**config.mk**
```make
export PLATFORM = sky130hd
export DESIGN_NAME = imem_prefetch_buffer_flat
export DESIGN_NICKNAME = d
export VERILOG_FILES = /design/src/rtl/imem_prefetch_buffer_if.sv /design/src/rtl/imem_prefetch_buffer.sv /design/src/flat_wrapper.sv
export SDC_FILE = /design/constraint.sdc
export NUM_CORES = 1
export LEC_CHECK = 0
export CAP_MARGIN = 20
export CORE_MARGIN = 3
export CORE_UTILIZATION = 50
export CTS_BUF_LIST = sky130_fd_sc_hd__clkbuf_2
export CTS_CLUSTER_SIZE = 30
export DETAILED_ROUTE_END_ITERATION = 10
export GPL_TIMING_DRIVEN = 0
export PLACE_DENSITY = 0.75
export SLEW_MARGIN = 20
export SYNTH_ARGS = -nofsm -noshare
export SYNTH_HDL_FRONTEND = slang
export SYNTH_SLANG_ARGS = --single-unit
```
**constraint.sdc**
```tcl
create_clock -name clk -period 8.4 [get_ports clk]
set_input_delay 1.26 -clock clk [delete_from_list [all_inputs] [get_ports clk]]
set_output_delay 1.26 -clock clk [all_outputs]
set_load 0.02 [all_outputs]
```
**src/rtl/imem_prefetch_buffer_if.sv**
```systemverilog
// imem_prefetch_buffer_if: core fetch port, backing-memory port and performance counters
interface imem_prefetch_buffer_if #(parameter int WIDTH = 32);
    logic             cpu_req;
    logic [WIDTH-1:0] cpu_addr;
    logic             flush;
    logic [WIDTH-1:0] cpu_data;
    logic             cpu_ready;
    logic             mem_req;
    logic [WIDTH-1:0] mem_addr;
    logic             mem_ack;
    logic [WIDTH-1:0] mem_rdata;
    logic [31:0]      hit_count;
    logic [31:0]      stall_count;
    modport slave (
        input  cpu_req, cpu_addr, flush, mem_ack, mem_rdata,
        output cpu_data, cpu_ready, mem_req, mem_addr, hit_count, stall_count
    );
    modport master (
        output cpu_req, cpu_addr, flush, mem_ack, mem_rdata,
        input  cpu_data, cpu_ready, mem_req, mem_addr, hit_count, stall_count
    );
endinterface

```
**src/rtl/imem_prefetch_buffer.sv**
```systemverilog
// imem_prefetch_buffer: two-entry instruction buffer with demand fetch and sequential next-word prefetch
module imem_prefetch_buffer #(
    parameter int WIDTH       = 32,
    parameter bit PREFETCH_EN = 1'b1
) (
    input  logic                 clk,
    input  logic                 rst_n,
    imem_prefetch_buffer_if.slave bus
);
    localparam int TW = WIDTH - 2;
    typedef enum logic [1:0] {IDLE, DEMAND, PREFETCH} state_t;
    state_t           r_state, w_next;
    logic [1:0]       r_valid;
    logic [TW-1:0]    r_tag [2];
    logic [WIDTH-1:0] r_data [2];
    logic             r_victim, r_drop, r_mem_req;
    logic [WIDTH-1:0] r_mem_addr;
    logic [31:0]      r_hit_cnt, r_stall_cnt;
    logic [TW-1:0]    w_tag, w_next_tag;
    logic [1:0]       w_hit, w_next_hit;
    logic             w_ready, w_victim, w_issue, w_done, w_fill;
    logic [WIDTH-1:0] w_issue_addr;

    assign w_tag         = bus.cpu_addr[WIDTH-1:2];
    assign w_next_tag    = w_tag + TW'(1);
    assign w_hit[0]      = bus.cpu_req && !bus.flush && r_valid[0] && r_tag[0] == w_tag;
    assign w_hit[1]      = bus.cpu_req && !bus.flush && r_valid[1] && r_tag[1] == w_tag;
    assign w_next_hit[0] = r_valid[0] && r_tag[0] == w_next_tag;
    assign w_next_hit[1] = r_valid[1] && r_tag[1] == w_next_tag;
    assign w_ready       = |w_hit;
    // Victim is the entry the latest hit did not touch; a double match falls back to entry 0
    assign w_victim      = w_ready ? (w_hit == 2'b01) : r_victim;
    assign w_done        = r_state != IDLE && bus.mem_ack;
    assign w_fill        = w_done && !bus.flush && !r_drop;

    assign bus.cpu_ready   = w_ready;
    assign bus.cpu_data    = w_hit[0] ? r_data[0] : w_hit[1] ? r_data[1] : '0;
    assign bus.mem_req     = r_mem_req;
    assign bus.mem_addr    = r_mem_addr;
    assign bus.hit_count   = r_hit_cnt;
    assign bus.stall_count = r_stall_cnt;

    always_comb begin
        w_next       = r_state;
        w_issue      = 1'b0;
        w_issue_addr = {w_tag, 2'b00};
        case (r_state)
            IDLE: begin
                if (bus.cpu_req && !w_ready) begin
                    w_next  = DEMAND;
                    w_issue = 1'b1;
                end else if (PREFETCH_EN && w_ready && !(|w_next_hit)) begin
                    w_next       = PREFETCH;
                    w_issue      = 1'b1;
                    w_issue_addr = {w_next_tag, 2'b00};
                end
            end
            default: w_next = bus.mem_ack ? IDLE : r_state;
        endcase
    end

    always_ff @(posedge clk or negedge rst_n) begin
        if (!rst_n) begin
            r_state     <= IDLE;
            r_valid     <= '0;
            r_tag[0]    <= '0;
            r_tag[1]    <= '0;
            r_data[0]   <= '0;
            r_data[1]   <= '0;
            r_victim    <= 1'b0;
            r_drop      <= 1'b0;
            r_mem_req   <= 1'b0;
            r_mem_addr  <= '0;
            r_hit_cnt   <= '0;
            r_stall_cnt <= '0;
        end else begin
            r_state     <= w_next;
            r_victim    <= w_victim;
            r_hit_cnt   <= r_hit_cnt + {31'd0, w_ready && ~&r_hit_cnt};
            r_stall_cnt <= r_stall_cnt + {31'd0, bus.cpu_req && !w_ready && ~&r_stall_cnt};
            if (w_fill) begin
                r_valid[w_victim] <= 1'b1;
                r_tag[w_victim]   <= r_mem_addr[WIDTH-1:2];
                r_data[w_victim]  <= bus.mem_rdata;
            end
            if (bus.flush)
                r_valid <= '0;
            // A flush while waiting poisons the in-flight word; the ack still has to be consumed
            r_drop <= r_state != IDLE && !bus.mem_ack && (r_drop || bus.flush);
            if (w_issue) begin
                r_mem_req  <= 1'b1;
                r_mem_addr <= w_issue_addr;
            end else if (w_done) begin
                r_mem_req  <= 1'b0;
            end
        end
    end
endmodule

```
**src/flat_wrapper.sv**
```systemverilog
// flat-port wrapper written by rule: the top's interface ports become plain ports
module imem_prefetch_buffer_flat 
#(
    parameter int WIDTH       = 32,
    parameter bit PREFETCH_EN = 1'b1
)
  (clk, rst_n, bus_cpu_req, bus_cpu_addr, bus_flush, bus_mem_ack, bus_mem_rdata, bus_cpu_data, bus_cpu_ready, bus_mem_req, bus_mem_addr, bus_hit_count, bus_stall_count);
  imem_prefetch_buffer_if #(.WIDTH(WIDTH)) bus_i ();
  input  logic clk;
  input  logic rst_n;
  input wire logic [$bits(bus_i.cpu_req)-1:0] bus_cpu_req;
  input wire logic [$bits(bus_i.cpu_addr)-1:0] bus_cpu_addr;
  input wire logic [$bits(bus_i.flush)-1:0] bus_flush;
  input wire logic [$bits(bus_i.mem_ack)-1:0] bus_mem_ack;
  input wire logic [$bits(bus_i.mem_rdata)-1:0] bus_mem_rdata;
  output wire logic [$bits(bus_i.cpu_data)-1:0] bus_cpu_data;
  output wire logic [$bits(bus_i.cpu_ready)-1:0] bus_cpu_ready;
  output wire logic [$bits(bus_i.mem_req)-1:0] bus_mem_req;
  output wire logic [$bits(bus_i.mem_addr)-1:0] bus_mem_addr;
  output wire logic [$bits(bus_i.hit_count)-1:0] bus_hit_count;
  output wire logic [$bits(bus_i.stall_count)-1:0] bus_stall_count;
  assign bus_i.cpu_req = bus_cpu_req;
  assign bus_i.cpu_addr = bus_cpu_addr;
  assign bus_i.flush = bus_flush;
  assign bus_i.mem_ack = bus_mem_ack;
  assign bus_i.mem_rdata = bus_mem_rdata;
  assign bus_cpu_data = bus_i.cpu_data;
  assign bus_cpu_ready = bus_i.cpu_ready;
  assign bus_mem_req = bus_i.mem_req;
  assign bus_mem_addr = bus_i.mem_addr;
  assign bus_hit_count = bus_i.hit_count;
  assign bus_stall_count = bus_i.stall_count;
  imem_prefetch_buffer #(.WIDTH(WIDTH), .PREFETCH_EN(PREFETCH_EN)) u_core (.clk(clk), .rst_n(rst_n), .bus(bus_i));
endmodule
```
==> results.toml <==
[die]
core_um2 = 23800
fp.dieW_um = 163
io_pins = 199
die_h_um = 163
num_rows = 56
start_util = 0.516
dieArea_um2 = 26500

[synth]
synth_compound_area_frac = 0.0932
ys_types = 72
ys_dominant_reg_cell = "dfrtp_1"
synth-xor-area-share = 0.112
synthCells = 1228
synth_top_area_share = 0.458
ys_ff_latch = 225
synth_edf_count = 0
async_reset_ff_frac = 1.00
synthAdderAreaFrac = 0.00509
syn_area_per_cell_um2 = 10.0
yosysTopAreaCell = "dfrtp_1"
synthSimpleGateAreaFrac = 0.185
synthTopCellsByCount = "225 x dfrtp_1, 109 x xnor2_1, 104 x mux2_2"
netlist_area_um2 = 12300
synth_top_family_by_area = "simple AND/OR/NAND/NOR gates"
yosys.cell_count.top_type = "dfrtp_1"
ys_seq_area_frac = 0.458
synthMuxAreaShare = 0.0986
yosys_warnings = 0
synth_area_leaders = "dfrtp_1 46%, mux2_2 9.5%, xnor2_1 7.8%, xor2_1 3.4%, nand3_1 3.3%"

[clock_network]
clock_latency_ns = 0.90
cts_tree = "built"
clock-root-buffer = "clkbuf_2"
clkTransAtPathRegs_ns = 0.14
postCtsSetupBuffers = 0
clockBufferDepth = 3
cts-htree-levels = 2
numClockSinks = 225
cts-resized-gates = 0
cts_hold_buf = 0
cts_made_buffers = 58

[timing]
max_freq_ghz = 0.153
rsz0062_at_grt = "no"
fin_crit_ns = 6.54
hold_ws_ns = 0.301
period_share = 0.779
tightest_slew_ns = 0.941
fin_ws_ns = 1.86
setup_viol = 0
skew_ns = 0.0573
finalHoldViolations = 0
slew_viol_final = 0
tns_ns = 0
max-slew-margin-rel = 0.367

[detailed_routing]
routed_wirelength_um = 36700
routedWlPerCell_um = 20.0
vias_per_cell = 5.67
drt_drc_violations_left = 0
num_vias = 10400
ant_nets = 0
drt_iter0_markers = 784
firstDrtPassIters = 5

[grt]
grt_start_max_net_pins = 89
antenna_found_initial = 2
grt_pass1_wl_um = 57800
grt_remaining_overflow = 0
grt_usage = 0.278
grt_pass1_vias = 10300

[finish]
post_route_cells_drive_above_1_share = 0.171
final_cell_area_um2 = 15000
fin_nets = 1543
synthToLayoutAreaGrowth_pct = 22.4
fillCellCount = 2060

[critical_path]
cp-end-kind = "output port"
r2r-start = "u_core.r_tag[4]"
worstPathArrival_ns = 5.28
cp_max_fo = 10
crit_path_start_kind = "input pin"
crit_type = "input pin to output port"
critical_path_required_ns = 7.14
crit_start = "bus_cpu_addr[10]"
worst-r2r-cell-count = 16

[power_and_ir_drop]
vdd_drop_max_uv = 126
p_leak_nw = 6.55
power_density_nw_per_um2 = 188

[placed_design]
dp_hpwl_um = 27600
place_area_um2 = 14500
dp_slack_ns = 1.99
port_buffers = 178
place_congestion = 0.977

[job]
cap_violations = 0

[hold_path]
hp-class = "input pin to async pin"

[outcome]
status = "complete, no violations"
metal layers:
layer	share of wire	up-vias	global-route usage
met1	0.41	5069	0.365
met3	0.089	86	0.0814
li1	-	4821	-
met4	0.034	2	0.105
met5	0.00035	-	0
met2	0.46	420	0.437
cells in the final DEF (no fill, tap or decap), types with 5 or more instances in the layout:
cell,n
a211o_1,5
a211oi_2,17
a21oi_1,32
a21oi_2,5
and2_1,5
and3_1,18
and4_1,13
buf_1,5
buf_2,6
buf_4,9
clkbuf_1,49
clkbuf_2,80
clkdlybuf4s50_1,177
clkinv_1,16
clkinv_2,5
dfrtp_1,225
ha_1,5
inv_1,65
mux2_2,104
nand2_1,94
nand2b_1,19
nand3_1,80
nand4_1,42
nor2_1,60
nor2b_1,7
nor3_1,20
nor4_1,24
o21ai_0,67
or2_2,10
or3_1,8
or4_1,5
xnor2_1,109
xor2_1,48
cells by family (layout without fill, tap and decap cells):
group,count (synthesis),count (layout)
AND/OR/NAND/NOR,425,425
XOR/XNOR,157,157
other,1,3
AO/OA/AOI/OAI,169,169
buffers and inverters,138,422
multiplexers,108,108
adder cells (fa/ha/maj),5,5
flip-flops,225,225
flip-flops by register name (all words and copies together), names as in the netlist, 2 cells and up:
signal                  count
u_core.r_data              64
u_core.r_tag               60
u_core.bus.hit_count       32
u_core.bus.stall_count     32
u_core.bus.mem_addr        30
u_core.r_state              2
u_core.r_valid              2
worst max-delay path: stages:
cell,delay [ns]
clkdlybuf4s50_1,0.53
clkbuf_1,0.30
xnor2_1,0.62
nand4_1,0.23
nor4_1,0.43
and4_1,0.27
clkbuf_1,0.27
clkbuf_1,0.43
nand3_1,0.13
o21ai_0,0.14
clkdlybuf4s50_1,0.66
final timing paths:
kind	endpoint	slack, ns
max	bus_cpu_data[22]	1.86
min	u_core.r_tag[46]	0.30
max reg2reg	u_core.bus.hit_count[29]	3.48
min reg2reg	u_core.bus.stall_count[23]	0.50
max in group asynchronous	u_core.r_data[17]	6.92
min in group clk	u_core.bus.stall_count[23]	0.50
cell type report:
class	instances	area, µm²	share of cell area
Inverter	65	244	0.0162
Timing Repair Buffer	180	1840	0.122
Buffer	73	345	0.0230
Multi-Input combinational cell	866	6070	0.404
Clock inverter	24	109	0.00724
Sequential cell	225	5630	0.374
Clock buffer	80	400	0.0266
Antenna cell	1	2.50	0.000166
Tap cell	319	399	0.0265
power breakdown:
| group | leakage (nW) | internal (mW) | switching [mW] |
|---|---|---|---|
| registers | 2.90 | 1.24 | 0.127 |
| clock network | 0.391 | 0.266 | 0.473 |
| logic | 3.26 | 0.332 | 0.394 |
metrics by stage:
stage,utilization,power (mW),cells
6_report,0.632,2.83,1833
5_1_grt,0.632,3.00,1833
4_1_cts,0.631,2.85,1832
3_5_place_dp,0.610,2.11,1728
3_3_place_gp,0.608,2.09,1726
2_1_floorplan,-,1.80,1229
Note: power is estimated with default switching activity, not from simulation.
